File: src/rtl/simon_game_pkg.sv
// Shared types and constants for the memory-game controller.
package simon_game_pkg;

    // Controller states; the 3-bit value is also driven out on o_State.
    typedef enum logic [2:0] {
        ST_IDLE = 3'd0,
        ST_SHOW = 3'd1,
        ST_OFF  = 3'd2,
        ST_WAIT = 3'd3,
        ST_INCR = 3'd4,
        ST_WIN  = 3'd5,
        ST_LOSE = 3'd6
    } state_e;

    // Score display codes for the two terminal states.
    localparam logic [7:0] WIN_CODE  = 8'hAA;
    localparam logic [7:0] LOSE_CODE = 8'hEE;

    // Tap mask for x^32 + x^22 + x^2 + x + 1 (bits 31, 21, 1, 0).
    localparam logic [31:0] LFSR_TAPS = 32'h8020_0003;

    // XOR of the tapped bits: the bit shifted into the LFSR each clock.
    function automatic logic lfsr_feedback(input logic [31:0] s);
        return ^(s & LFSR_TAPS);
    endfunction

endpackage

File: src/rtl/game_lfsr.sv
// Free-running 32-bit Fibonacci LFSR used as the symbol source.
module game_lfsr
    import simon_game_pkg::*;
(
    input  logic        i_Clk,
    input  logic        i_Rst_L,
    output logic [31:0] o_Lfsr
);

    // Shift left every clock, inserting the tap parity; seed of 1 keeps it out of the all-zero lockup.
    always_ff @(posedge i_Clk or negedge i_Rst_L) begin
        if (!i_Rst_L) begin
            o_Lfsr <= 32'h0000_0001;
        end else begin
            o_Lfsr <= {o_Lfsr[30:0], lfsr_feedback(o_Lfsr)};
        end
    end

endmodule

File: src/rtl/simon_game_ctrl.sv
// Memory-game controller: shows a growing random sequence on the LEDs and
// checks the player's button releases against it.
module simon_game_ctrl
    import simon_game_pkg::*;
#(
    parameter int NUM_CH        = 4,
    parameter int MAX_LEN       = 8,
    parameter int CLKS_PER_STEP = 25000000,
    parameter int TIMEOUT_STEPS = 8
) (
    input  logic              i_Clk,
    input  logic              i_Rst_L,
    input  logic              i_Start,
    input  logic [NUM_CH-1:0] i_Btn,
    output logic [NUM_CH-1:0] o_LED,
    output logic [7:0]        o_Score,
    output logic [2:0]        o_State,
    output logic              o_Win,
    output logic              o_Lose
);

    localparam int SYM_W = $clog2(NUM_CH);
    localparam int IDX_W = (MAX_LEN > 1) ? $clog2(MAX_LEN) : 1;
    // Pattern depth rounded up to a power of two so any index value selects a real entry.
    localparam int PAT_D = 1 << IDX_W;
    localparam int CNT_W = $clog2(CLKS_PER_STEP);
    localparam int TO_W  = (TIMEOUT_STEPS > 1) ? $clog2(TIMEOUT_STEPS) : 1;

    localparam logic [CNT_W-1:0] STEP_LAST = CNT_W'(CLKS_PER_STEP - 1);
    localparam logic [TO_W-1:0]  TO_LAST   = TO_W'(TIMEOUT_STEPS - 1);
    localparam logic [7:0]       MAX_SCORE = 8'(MAX_LEN);

    state_e              state, state_nxt;
    logic                armed;
    logic [CNT_W-1:0]    step_cnt;
    logic                step_tick;
    logic                counting;
    logic [TO_W-1:0]     to_cnt;
    logic                press_ok;
    logic [NUM_CH-1:0]   btn_q;
    logic [NUM_CH-1:0]   rel;
    logic [NUM_CH-1:0]   exp_led;
    logic [IDX_W-1:0]    idx, idx_nxt;
    logic                idx_at_score;
    logic [7:0]          score, score_nxt;
    logic [SYM_W-1:0]    pattern [PAT_D];

    logic [31:0]         lfsr_word;
    logic [SYM_W-1:0]    lfsr_sym;
    // Only the low bits feed the symbol draw; the rest of the LFSR word is unneeded here.
    logic [31-SYM_W:0]   lfsr_unused_hi;

    game_lfsr u_lfsr (
        .i_Clk   (i_Clk),
        .i_Rst_L (i_Rst_L),
        .o_Lfsr  (lfsr_word)
    );

    assign lfsr_sym       = lfsr_word[SYM_W-1:0];
    assign lfsr_unused_hi = lfsr_word[31:SYM_W];

    assign counting     = (state == ST_SHOW) || (state == ST_OFF) || (state == ST_WAIT);
    assign step_tick    = counting && (step_cnt == STEP_LAST);
    assign rel          = btn_q & ~i_Btn;
    assign idx_at_score = (8'(idx) == score);
    assign o_State      = state;

    // One-hot image of the symbol at the current sequence position.
    always_comb begin
        exp_led = '0;
        exp_led[pattern[idx]] = 1'b1;
    end

    // State register.
    always_ff @(posedge i_Clk or negedge i_Rst_L) begin
        if (!i_Rst_L) begin
            state <= ST_IDLE;
        end else begin
            state <= state_nxt;
        end
    end

    // Next-state, index/score update and output decode.
    always_comb begin
        state_nxt = state;
        idx_nxt   = idx;
        score_nxt = score;
        press_ok  = 1'b0;
        o_LED     = '0;
        o_Score   = score;
        o_Win     = 1'b0;
        o_Lose    = 1'b0;

        if (i_Start) begin
            // Restart overrides everything and lands in IDLE with a clean score.
            state_nxt = ST_IDLE;
            idx_nxt   = '0;
            score_nxt = '0;
        end else begin
            case (state)
                ST_IDLE: begin
                    idx_nxt   = '0;
                    score_nxt = '0;
                    if (armed) state_nxt = ST_SHOW;
                end
                ST_SHOW: begin
                    if (step_tick) state_nxt = ST_OFF;
                end
                ST_OFF: begin
                    if (step_tick) begin
                        if (idx_at_score) begin
                            idx_nxt   = '0;
                            state_nxt = ST_WAIT;
                        end else begin
                            idx_nxt   = idx + 1'b1;
                            state_nxt = ST_SHOW;
                        end
                    end
                end
                ST_WAIT: begin
                    if (rel != '0) begin
                        // A wrong single release or any multi-button release both miss exp_led.
                        if (rel != exp_led) begin
                            state_nxt = ST_LOSE;
                        end else if (idx_at_score) begin
                            state_nxt = ST_INCR;
                        end else begin
                            idx_nxt  = idx + 1'b1;
                            press_ok = 1'b1;
                        end
                    end else if (step_tick && (to_cnt == TO_LAST)) begin
                        state_nxt = ST_LOSE;
                    end
                end
                ST_INCR: begin
                    score_nxt = score + 8'd1;
                    idx_nxt   = '0;
                    state_nxt = ((score + 8'd1) == MAX_SCORE) ? ST_WIN : ST_SHOW;
                end
                ST_WIN, ST_LOSE: begin
                end
                default: begin
                    state_nxt = ST_IDLE;
                    idx_nxt   = '0;
                    score_nxt = '0;
                end
            endcase
        end

        case (state)
            ST_IDLE: o_LED = i_Btn;
            ST_SHOW: o_LED = exp_led;
            ST_WAIT: o_LED = i_Btn;
            ST_WIN: begin
                o_LED   = '1;
                o_Win   = 1'b1;
                o_Score = WIN_CODE;
            end
            ST_LOSE: begin
                o_Lose  = 1'b1;
                o_Score = LOSE_CODE;
            end
            default: begin
            end
        endcase
    end

    // Control registers: arming, sequence index, score, button history, timers.
    always_ff @(posedge i_Clk or negedge i_Rst_L) begin
        if (!i_Rst_L) begin
            armed    <= 1'b0;
            idx      <= '0;
            score    <= '0;
            btn_q    <= '0;
            step_cnt <= '0;
            to_cnt   <= '0;
        end else begin
            if (i_Start) begin
                armed <= 1'b1;
            end else if ((state == ST_IDLE) && armed) begin
                armed <= 1'b0;
            end

            idx   <= idx_nxt;
            score <= score_nxt;
            btn_q <= i_Btn;

            if ((state_nxt != state) || !counting || step_tick) begin
                step_cnt <= '0;
            end else begin
                step_cnt <= step_cnt + 1'b1;
            end

            if ((state_nxt != state) || press_ok) begin
                to_cnt <= '0;
            end else if ((state == ST_WAIT) && step_tick) begin
                to_cnt <= to_cnt + 1'b1;
            end
        end
    end

    // Pattern shift register: refilled from the LFSR while idle, frozen during play.
    always_ff @(posedge i_Clk) begin
        if (state == ST_IDLE) begin
            pattern[0] <= lfsr_sym;
            for (int i = 1; i < PAT_D; i++) begin
                pattern[i] <= pattern[i-1];
            end
        end
    end

endmodule

File: config.mk
export PLATFORM = sky130hd
export DESIGN_NAME = simon_game_ctrl
export DESIGN_NICKNAME = d
export VERILOG_FILES = /design/src/rtl/simon_game_pkg.sv /design/src/rtl/game_lfsr.sv /design/src/rtl/simon_game_ctrl.sv
export SDC_FILE = /design/constraint.sdc
export NUM_CORES = 1
export LEC_CHECK = 0
export ABC_AREA = 1
export ABC_CLOCK_PERIOD_IN_PS = 2700
export CORE_AREA = 2 2 107 78
export CTS_BUF_LIST = sky130_fd_sc_hd__clkbuf_16
export CTS_CLUSTER_SIZE = 30
export DETAILED_ROUTE_END_ITERATION = 10
export DIE_AREA = 0 0 109 80
export PLACE_DENSITY = 0.78
export SYNTH_ARGS = -nofsm -noshare
export SYNTH_HDL_FRONTEND = slang
export SYNTH_HIERARCHICAL = 1
export SYNTH_SLANG_ARGS = --single-unit
File: constraint.sdc
create_clock -name i_Clk -period 2.7 [get_ports i_Clk]
set_input_delay 0.54 -clock i_Clk [delete_from_list [all_inputs] [get_ports i_Clk]]
set_output_delay 0.54 -clock i_Clk [all_outputs]
set_load 0.1 [all_outputs]
==> flow_metrics.py <==
metrics = {
    "outcome": {
        "status": "finished, final reports clean",
    },
    "worst_hold_path": {
        "hold_class": "in -> async",
    },
    "timing": {
        "fin_crit_sh": 0.9606,
        "worstMarginPinSlew_ns": 1.049,
        "hold_viol": 0,
        "setup_viol": 0,
        "drv_slew": 0,
        "max_slew_margin": 0.2950,
        "whs_ns": 0.3139,
        "finClkSkew_ns": 0.009850,
        "rsz0062_at_grt": "true",
        "timing.final.crit_period_ns": 2.594,
        "clock.fmax_mhz": 385.6,
    },
    "clocking": {
        "cts_made_buffers": 9,
        "clk_latency_ns": 0.34,
        "cts_tree": "yes",
        "clk_pin_slew_ns": 0.06,
        "cts.sinks": 95,
        "cts_max_path_buffers": 2,
        "h-tree-depth": 3,
        "root_buffer": "clkbuf_16",
    },
    "power_and_ir_drop": {
        "p_sw_mw": 0.7797,
        "combPwrFrac": 0.102,
        "p_leak_nw": 2.486,
        "p_int_mw": 2.434,
        "pwr-share-clk": 0.417,
        "p_per_area_nw_per_um2": 579.0,
        "sw_frac_of_total": 0.2426,
        "p_total_mw": 3.214,
        "seq_power_share": 0.481,
        "ir_worst_vdd_mv": 0.3560,
    },
    "setup_path": {
        "cp.required_ns": 2.16,
        "endpoint_kind": "primary output",
        "cp-start-kind": "flop",
        "critPathArrivalTime_ns": 2.05,
        "critPathMaxFanout": 7,
        "worstSetupPathType": "reg -> out",
    },
    "routing": {
        "via_count": 3520,
        "drt_wl_total_um": 9726,
        "drt_iter0_markers": 233,
        "routedWlPerCell_um": 15.08,
        "avgViaCountPerCell": 5.457,
        "drt.antenna.violating_nets": 0,
        "drc": 0,
        "first_pass_iters": 5,
    },
    "floorplanning": {
        "initial_utilization": 0.5862,
        "io_pins": 24,
        "die-height_um": 80,
        "row_count": 27,
        "floorplan.core_area_um2": 7669,
        "die_x_um": 109,
        "die_area_um2": 8720,
    },
    "finish": {
        "seq_area_um2": 2471,
        "diodes": 0,
        "fillers": 560,
        "multiInputGateArea_um2": 1909,
        "drive_gt1_frac": 0.2114,
        "area_delta_synth_final_pct": 23.46,
        "fin_util": 0.7238,
        "nets": 551,
    },
    "yosys": {
        "synth.top_cell.area_share": 0.4342,
        "syn-num-nets": 510,
        "synth-seq-cells": 95,
        "synth_ff_type": "dfrtp_1",
        "yosys-top-cells-area": "dfrtp_1 (43%), edfxtp_1 (11%), nand2_1 (9.5%), inv_1 (6.2%), xor2_1 (3.9%)",
        "yosysWarnings": 6,
        "synth_common_cells": "nand2_1 (114), dfrtp_1 (78), inv_1 (74)",
        "synth_area_um2": 4496,
        "synthCells": 498,
        "yosys.area.top_type": "dfrtp_1",
        "synth_most_common_cell": "nand2_1",
        "synth_cell_types": 34,
        "synth.avg_cell_area_um2": 9.027,
        "synth_enable_flop_cells": 16,
        "async_reset_ff_frac": 0.8316,
        "yosysSeqAreaShare": 0.5469,
    },
    "global_routing": {
        "grt_util_all_layers": 0.2377,
        "grt_max_degree": 72,
        "grt_pass1_vias": 3388,
        "grt_pass1_wl_um": 15770,
        "overflow": 0,
        "antenna_found_initial": 0,
    },
    "place": {
        "hpwl_um": 6445,
        "place_congestion": 0.9013,
        "io_buffers": 23,
    },
    "run": {
        "drv_cap": 0,
    },
}
-- placed cells by master, fill, tap and decap left out, types with 5 or more instances in the layout --
cell / netlist / routed
edfxtp_1: 16 / 16
dfrtp_1: 78 / 74
buf_4: 0 / 16
nand2_1: 114 / 107
clkbuf_16: 0 / 9
buf_12: 0 / 13
nor2_1: 45 / 39
nor3_1: 11 / 11
xor2_1: 20 / 20
clkdlybuf4s50_1: 0 / 5
o21ai_2: 0 / 6
nand2_2: 5 / 5
nand3_1: 31 / 30
nand4_1: 9 / 9
xnor2_1: 6 / 6
nor2_2: 21 / 23
a21oi_1: 12 / 12
inv_1: 74 / 70
o21ai_0: 14 / 8
-- repair_timing --
action	CTS	global route
hold buffers	0	0
setup endpoints to repair	29	32
endpoints found under the hold margin	0	0
pin swaps	1	6
cloned	1	1
resized for setup	1	14
setup buffers	1	4
-- critical path, cell delays in order (launching register included) --
cell	delay, ns
dfrtp_4	0.51
nor2_1	0.24
inv_1	0.12
o21ai_0	0.29
buf_4	0.19
a21oi_1	0.07
o21ai_2	0.09
buf_12	0.20
-- per-stage QoR --
step                setup slack, ns  setup TNS (ns)  instance area [um2]  std cells
floorplan                   -0.1657         -0.6627                 4628        498
global placement            0.01393               0                 5075        622
detailed placement          -0.1207          -1.356                 5075        622
CTS                         0.03339               0                 5435        640
global route               -0.03356         -0.1497                 5550        645
finish                       0.1063               0                 5550        645
-- layer usage --
| metal | track usage | up-vias | part of all wire |
|---|---|---|---|
| li1 | - | 1680 | - |
| met1 | 0.3260 | 1710 | 0.46 |
| met2 | 0.3720 | 116 | 0.47 |
| met3 | 0.06694 | 14 | 0.057 |
| met4 | 0.06410 | 0 | 0.011 |
| met5 | 0 | - | 0 |
-- final cells by class --
type | count | share of cell area
sequential | 95 | 0.4452
multi-input combinational | 323 | 0.3440
timing repair buffer | 34 | 0.07755
inverter | 76 | 0.05298
clock buffer | 9 | 0.04058
tap | 101 | 0.02277
clock inverter | 7 | 0.01691
-- cell families (layout without fill, tap and decap cells) --
group,count (synthesis),after routing,synth area share
buffers and inverters,82,126,0.07403
and+or+nand+nor,250,252,0.2597
muxes,2,2,0.005009
AOI/OAI and AO/OA,38,38,0.04982
xor gates and xnor gates,26,26,0.05065
DFF,95,95,0.5469
adders and majority gates,5,5,0.01392
-- power by group through the flow --
stage / Clock (mW) / Sequential (mW) / Combinational, mW
global placement: 0 / 1.57 / 0.296
detailed placement: 0 / 1.57 / 0.301
finish: 1.34 / 1.55 / 0.328
global route: 1.43 / 1.55 / 0.359
CTS: 1.36 / 1.54 / 0.312
floorplan: 0 / 1.57 / 0.190
-- registers in the layout (all words and copies together) (netlist names) --
signal	flops
armed	1
btn_q	4
idx	3
o_State	3
pattern	16
score	8
step_cnt	25
to_cnt	3
u_lfsr/o_Lfsr	32
-- worst paths after layout --
| check | start | end | slack (ns) | cells past startpoint |
|---|---|---|---|---|
| worst max-delay path | o_State[1] | o_LED[1] | 0.11 | 7 |
| worst min-delay path | i_Rst_L | u_lfsr/o_Lfsr[26] | 0.31 | 1 |
| worst max register to register | step_cnt[0] | step_cnt[4] | 0.18 | 16 |
| worst min register to register | u_lfsr/o_Lfsr[9] | u_lfsr/o_Lfsr[10] | 0.35 | 0 |
| max in group asynchronous | i_Rst_L | o_State[2] | 1.71 | 1 |
| min in group i_Clk | u_lfsr/o_Lfsr[9] | u_lfsr/o_Lfsr[10] | 0.35 | 0 |
(Power assumes the default switching activity.)
